`src/rtl/slice_sequencer_if.sv`:
```
// Valid/ready bundle for slice_sequencer:
// wide word in, OFFSET-bit slices out.
interface slice_sequencer_if #(
  parameter int WIDTH  = 8,
  parameter int OFFSET = 4
);
  localparam int N    = (WIDTH + OFFSET - 1) / OFFSET;
  localparam int IDXW = (N > 1) ? $clog2(N) : 1;

  logic              in_valid;
  logic              in_ready;
  logic [WIDTH-1:0]  in_data;
  logic              in_msb_first;
  logic              out_valid;
  logic              out_ready;
  logic [OFFSET-1:0] out_data;
  logic [IDXW-1:0]   out_idx;
  logic              out_last;

  modport master (
    output in_valid, in_data, in_msb_first, out_ready,
    input  in_ready, out_valid, out_data, out_idx, out_last
  );

  modport slave (
    input  in_valid, in_data, in_msb_first, out_ready,
    output in_ready, out_valid, out_data, out_idx, out_last
  );
endinterface

```
`src/rtl/slice_sequencer.sv`:
```
// Serialises a WIDTH-bit word into OFFSET-bit slices,
// LSB- or MSB-first per word, over valid/ready.
module slice_sequencer #(
  parameter int WIDTH  = 8,
  parameter int OFFSET = 4
) (
  input  logic              clk,
  input  logic              rst_n,
  slice_sequencer_if.slave  bus,
  output logic              busy
);
  localparam int N    = (WIDTH + OFFSET - 1) / OFFSET;
  localparam int IDXW = (N > 1) ? $clog2(N) : 1;
  localparam int PW   = N * OFFSET;

  localparam logic [0:0] IDLE = 1'b0;
  localparam logic [0:0] SEND = 1'b1;

  localparam logic [IDXW-1:0] LAST = IDXW'(N - 1);

  logic [0:0]       state;
  logic [IDXW-1:0]  idx;
  logic [WIDTH-1:0] word_q;
  logic             dir_q;

  logic             send;
  logic [IDXW-1:0]  p;
  logic [PW-1:0]    pad;
  logic [OFFSET-1:0] slice;

  assign send = (state == SEND);

  always_ff @(posedge clk or negedge rst_n) begin
    if (!rst_n) begin
      state  <= IDLE;
      idx    <= '0;
      word_q <= '0;
      dir_q  <= 1'b0;
    end else begin
      unique case (1'b1)
        (state == IDLE): begin
          if (bus.in_valid) begin
            state  <= SEND;
            idx    <= '0;
            word_q <= bus.in_data;
            dir_q  <= bus.in_msb_first;
          end
        end
        (state == SEND): begin
          if (bus.out_ready) begin
            if (idx == LAST) begin
              state <= IDLE;
              idx   <= '0;
            end else begin
              idx <= idx + IDXW'(1);
            end
          end
        end
        default: ;
      endcase
    end
  end

  // Zero-extend so a partial top slice reads 0 above WIDTH.
  assign pad   = PW'(word_q);
  assign p     = dir_q ? (LAST - idx) : idx;
  assign slice = pad[int'(p)*OFFSET +: OFFSET];

  assign bus.in_ready  = ~send;
  assign bus.out_valid = send;
  assign bus.out_data  = send ? slice : '0;
  assign bus.out_idx   = send ? idx : '0;
  assign bus.out_last  = send & (idx == LAST);
  assign busy          = send;
endmodule

```
`src/flat_wrapper.sv`:
```
// flat-port wrapper written by rule: the top's interface ports become plain ports
module slice_sequencer_flat 
#(
  parameter int WIDTH  = 8,
  parameter int OFFSET = 4
)
  (clk, rst_n, busy, bus_in_valid, bus_in_data, bus_in_msb_first, bus_out_ready, bus_in_ready, bus_out_valid, bus_out_data, bus_out_idx, bus_out_last);
  slice_sequencer_if #(.WIDTH(WIDTH), .OFFSET(OFFSET)) bus_i ();
  input  logic clk;
  input  logic rst_n;
  output logic busy;
  input wire logic [$bits(bus_i.in_valid)-1:0] bus_in_valid;
  input wire logic [$bits(bus_i.in_data)-1:0] bus_in_data;
  input wire logic [$bits(bus_i.in_msb_first)-1:0] bus_in_msb_first;
  input wire logic [$bits(bus_i.out_ready)-1:0] bus_out_ready;
  output wire logic [$bits(bus_i.in_ready)-1:0] bus_in_ready;
  output wire logic [$bits(bus_i.out_valid)-1:0] bus_out_valid;
  output wire logic [$bits(bus_i.out_data)-1:0] bus_out_data;
  output wire logic [$bits(bus_i.out_idx)-1:0] bus_out_idx;
  output wire logic [$bits(bus_i.out_last)-1:0] bus_out_last;
  assign bus_i.in_valid = bus_in_valid;
  assign bus_i.in_data = bus_in_data;
  assign bus_i.in_msb_first = bus_in_msb_first;
  assign bus_i.out_ready = bus_out_ready;
  assign bus_in_ready = bus_i.in_ready;
  assign bus_out_valid = bus_i.out_valid;
  assign bus_out_data = bus_i.out_data;
  assign bus_out_idx = bus_i.out_idx;
  assign bus_out_last = bus_i.out_last;
  slice_sequencer #(.WIDTH(WIDTH), .OFFSET(OFFSET)) u_core (.clk(clk), .rst_n(rst_n), .bus(bus_i), .busy(busy));
endmodule
```
`config.mk`:
```
export PLATFORM = sky130hd
export DESIGN_NAME = slice_sequencer_flat
export DESIGN_NICKNAME = d
export VERILOG_FILES = /design/src/rtl/slice_sequencer_if.sv /design/src/rtl/slice_sequencer.sv /design/src/flat_wrapper.sv
export SDC_FILE = /design/constraint.sdc
export NUM_CORES = 1
export LEC_CHECK = 0
export ABC_AREA = 0
export CAP_MARGIN = 20
export CORE_UTILIZATION = 44
export CTS_CLUSTER_SIZE = 40
export DETAILED_ROUTE_END_ITERATION = 6
export GPL_ROUTABILITY_DRIVEN = 0
export MAX_ROUTING_LAYER = met4
export PLACE_DENSITY = 0.8
export SYNTH_ARGS = -nofsm -noshare
export SYNTH_HDL_FRONTEND = slang
export SYNTH_SLANG_ARGS = --single-unit
```
`constraint.sdc`:
```
create_clock -name clk -period 1.8 [get_ports clk]
set_input_delay 0.36 -clock clk [delete_from_list [all_inputs] [get_ports clk]]
set_output_delay 0.36 -clock clk [all_outputs]
set_load 0.01 [all_outputs]
```
After elaboration in Yosys (flattened, before gate mapping)
Index checks and enable logic that the tools add are counted.

cells by class
  $add $sub $neg = 2
  equal/unequal tests = 2
  shift operators = 1
  mux-type cells = 11
  bitwise logic cells = 2
  reduce and logical (&&, ||, !) cells = 2

operator list
  cell                   count
  $mux W1                8
  $shiftx A8 B4 Y4       1
  $mux W4                1
  $ne A2 B2 Y1 const B   2
  $pmux W1 S2            2
  $reduce_and A2 Y1      2
  $add A1 B1 Y1 const B  1
  $and A1 B1 Y1          1
  $not A1 Y1             1
  $sub A1 B1 Y1 const A  1

storage, ports and cells
  register bits after elaboration = 11

Longest topological paths before layout
  depth after elaboration = 4
  depth in mapped cells = 3
  gate-level depth less buffers = 2

Worst setup path before layout
No wires, ideal clock.

  kind = register to output
  start = register u_core.idx
  end = output bus_out_data[0]
  data arrival time = 1.009 ns
  required time = 1.440 ns
  slack = 0.431 ns
  cell stages (with the launch flop) = 3
  cell sequence = dfrtp_1 xnor2_2 mux2i_1

on the way
  longest elaborated chain between the ends = 4

ends and longest elaborated chain
  element                 line                   source
  start, declared         slice_sequencer.sv:22  logic [IDXW-1:0] idx;
  start signal, assigned  slice_sequencer.sv:55  idx <= idx + IDXW'(1);
  $sub A1 B1 Y1           slice_sequencer.sv:66  assign p = dir_q ? (LAST - idx) : idx;
  $mux W1 *               slice_sequencer.sv:66
  $shiftx A8 B4 Y4 *      slice_sequencer.sv:67  assign slice = pad[int'(p)*OFFSET +: OFFSET];
  $mux W4 *               slice_sequencer.sv:71  assign bus.out_data = send ? slice : '0;
  end, declared           flat_wrapper.sv:18     output wire logic [$bits(bus_i.out_data)-1:0] bus_out_data;

Mark *: on every way between the ends. The rest lies on a longest branch, timed or not.

Worst setup path in the final report
  start = register u_core.dir_q
  end = output bus_out_data[2]

on the way
  longest elaborated chain between the ends = 3

ends and longest elaborated chain
  element                 line                   source
  start, declared         slice_sequencer.sv:24  logic dir_q;
  start signal, assigned  slice_sequencer.sv:46  dir_q <= bus.in_msb_first;
  $mux W1                 slice_sequencer.sv:66
  $shiftx A8 B4 Y4        slice_sequencer.sv:67
  $mux W4                 slice_sequencer.sv:71

Every way passes these cells.

==> qor.yml <==
clock_sinks: 11
clock_path_buffers: 2
rrSetupSlack_ps: 450
max_freq_ghz: 0.559
antenna_left: 0
end_kind: "output port"
drv_cap: 0
worstPathRequired_ps: 1440
fin_ws_ps: 10.1
fin_crit_ps: 1790
dr.pass1.iters: 2
rsz0062_at_grt: "yes"
setup_violations: 0
synth_fp_nets: 58
cp.arrival_ps: 1430
reg2reg_from: "u_core.bus.out_valid"
power_density_nw_per_um2: 1950
r2r_end: "u_core.pad[7]"
finish.utilization: 0.740
dieArea_sq_um: 1460
fin_nets: 87
die_w_um: 38.2
endpoint: "bus_out_data[2]"
timing.final.crit_share: 0.994
max_stage_delay_ps: 420
design.core.area_sq_um: 1160
critPathLaunchType: "flip-flop"
cp_slowest_cell: "dfrtp_1"
groute.usage.overall: 0.238
drv_slew: 0
avgViaCountPerCell: 4.79
relSlewSlack: 0.662
clock_skew_ps: 1.25
worst_ir_drop_vdd_mv: 0.869
pre_cts_ws_ps: -10.4
crit_fanout: 4
ys_types: 14
vias: 417
wl_mm: 1.33
num_rows: 12
cp_common_cell: "buf_6"
grt_max_degree: 14
status: "finished clean"
hp-class: "in -> async"
num_io_pins: 22
grt_pass1_wl_mm: 2.06
final_hold_viol_count: 0
ys_seq_area_frac: 0.476
antenna_found_initial: 0
p_leak_nw: 0.437
dp_hpwl_um: 930
layout-drive-gt1-share: 0.370
worstMarginPinSlew_ps: 506
syn_to_final_growth_pct: 48.1
syn_area_per_cell_sq_um: 12.8
cts.clk_slew.worst_paths_ps: 80
netlist_area_sq_um: 578
cp_cell_sequence: "xnor2_2 -> buf_6 -> buf_6 -> mux2i_1 -> buf_2"
setup.worst_path.start: "u_core.dir_q"
initial_core_util: 0.500
clock_latency_ps: 280
numPortBuffers: 21
criticalPathCategory: "reg -> out"
cts_root_buf: "clkbuf_4"
die_h_um: 38.2
drc: 0
cts_buffers: 3
ys_ff_latch: 11
tritoncts: "built"
cts_htree_levels: 1
drt_iter0_drc: 2
synth_warnings: 0
reg2reg_depth: 4
grt_pass1_vias: 441
wl_per_cell_um: 15.3
diodes: 0
syn_inst: 45
gr-total-overflow: 0
[how the worst min path moves through the flow]
stage | end | slack [ps]
3_5_place_dp | u_core.pad[0] | 490
5_1_grt | u_core.pad[7] | 430
6_report | u_core.pad[7] | 410
4_1_cts | u_core.pad[7] | 410
2_1_floorplan | u_core.bus.out_valid | 60
3_3_place_gp | u_core.pad[7] | 500
[cell type report]
| cell class | instances | area [sq um] |
|---|---|---|
| fillers | 90 | 300 |
| flip-flops and latches | 11 | 277 |
| multi-input cells | 29 | 268 |
| repair buffers | 28 | 263 |
| clock buffers | 3 | 22.5 |
| well taps | 14 | 17.5 |
| clock inverters | 1 | 5.00 |
| inverters | 1 | 3.75 |
[worst max-delay path: cells and delay by family, from the launching register on]
kind	cells	cell delay [ps]
XOR/XNOR	1	180
buffers and inverters	3	380
multiplexers	1	170
flip-flops	1	420
[power breakdown]
| part | total [mW] | switching, mW | internal, mW |
|---|---|---|---|
| Sequential | 0.469 | 0.0940 | 0.375 |
| Clock | 0.182 | 0.0993 | 0.0826 |
| Combinational | 1.02 | 0.396 | 0.619 |
| Total | 1.67 | 0.590 | 1.08 |
[repair_timing]
action | 4_1_cts | 5_1_grt
pin swaps | 1 | 0
endpoints found under the setup margin | 9 | 4
hold buffers | 0 | 0
gates resized for setup | 18 | 4
setup buffers | 2 | 0
[sequential cells by signal (all words and copies together) (netlist names)]
register              cells
u_core.pad                8
u_core.dir_q              1
u_core.bus.out_valid      1
u_core.idx                1
[routing by layer]
layer	share of wire	global-route usage	vias to the layer above
met5	0	-	-
met4	0.016	0.107	0
met3	0.035	0.105	4
met2	0.54	0.407	10
met1	0.41	0.230	200
li1	-	-	203
[logic make-up after synthesis]
group,synth area share
AOI/OAI and AO/OA,0.00865
xor gates and xnor gates,0.0281
buffers and inverters,0.0606
DFF,0.476
muxes,0.340
and+or+nand+nor,0.0866
[cells in the mapped netlist]
| library cell | number | area share |
|---|---|---|
| a21oi_1 | 1 | 0.0086 |
| and2_1 | 1 | 0.011 |
| buf_2 | 1 | 0.0086 |
| buf_4 | 2 | 0.026 |
| buf_6 | 1 | 0.019 |
| dfrtp_1 | 11 | 0.48 |
| inv_1 | 1 | 0.0065 |
| mux2_2 | 1 | 0.019 |
| mux2_4 | 9 | 0.23 |
| mux2i_1 | 5 | 0.087 |
| nand2_1 | 9 | 0.058 |
| nor2_1 | 1 | 0.0065 |
| nor2b_1 | 1 | 0.011 |
| xnor2_2 | 1 | 0.028 |
[stage by stage]
| stage | power [mW] | instance area [sq um] | TNS [ps] | cells | hold WS, ps |
|---|---|---|---|---|---|
| 6_report | 1.67 | 856 | 0 | 87 | 411 |
| 3_3_place_gp | 1.44 | 812 | 0 | 81 | 498 |
| 3_5_place_dp | 1.47 | 812 | -17.8 | 81 | 495 |
| 5_1_grt | 1.77 | 856 | -49.7 | 87 | 426 |
| 4_1_cts | 1.69 | 862 | 0 | 87 | 413 |
| 2_1_floorplan | 1.04 | 578 | 0 | 45 | 64.4 |
[placed cells by master, fill, tap and decap left out, types with 2 or more instances in the layout]
cell type	Yosys	layout
clkdlybuf4s50_1	0	14
dfrtp_1	11	10
nand2_1	9	9
mux2_4	9	9
mux2i_1	5	5
buf_2	1	4
buf_4	2	4
clkbuf_4	0	3
dlygate4sd2_1	0	2
buf_6	1	2
Note: power is estimated with default switching activity, not from simulation.
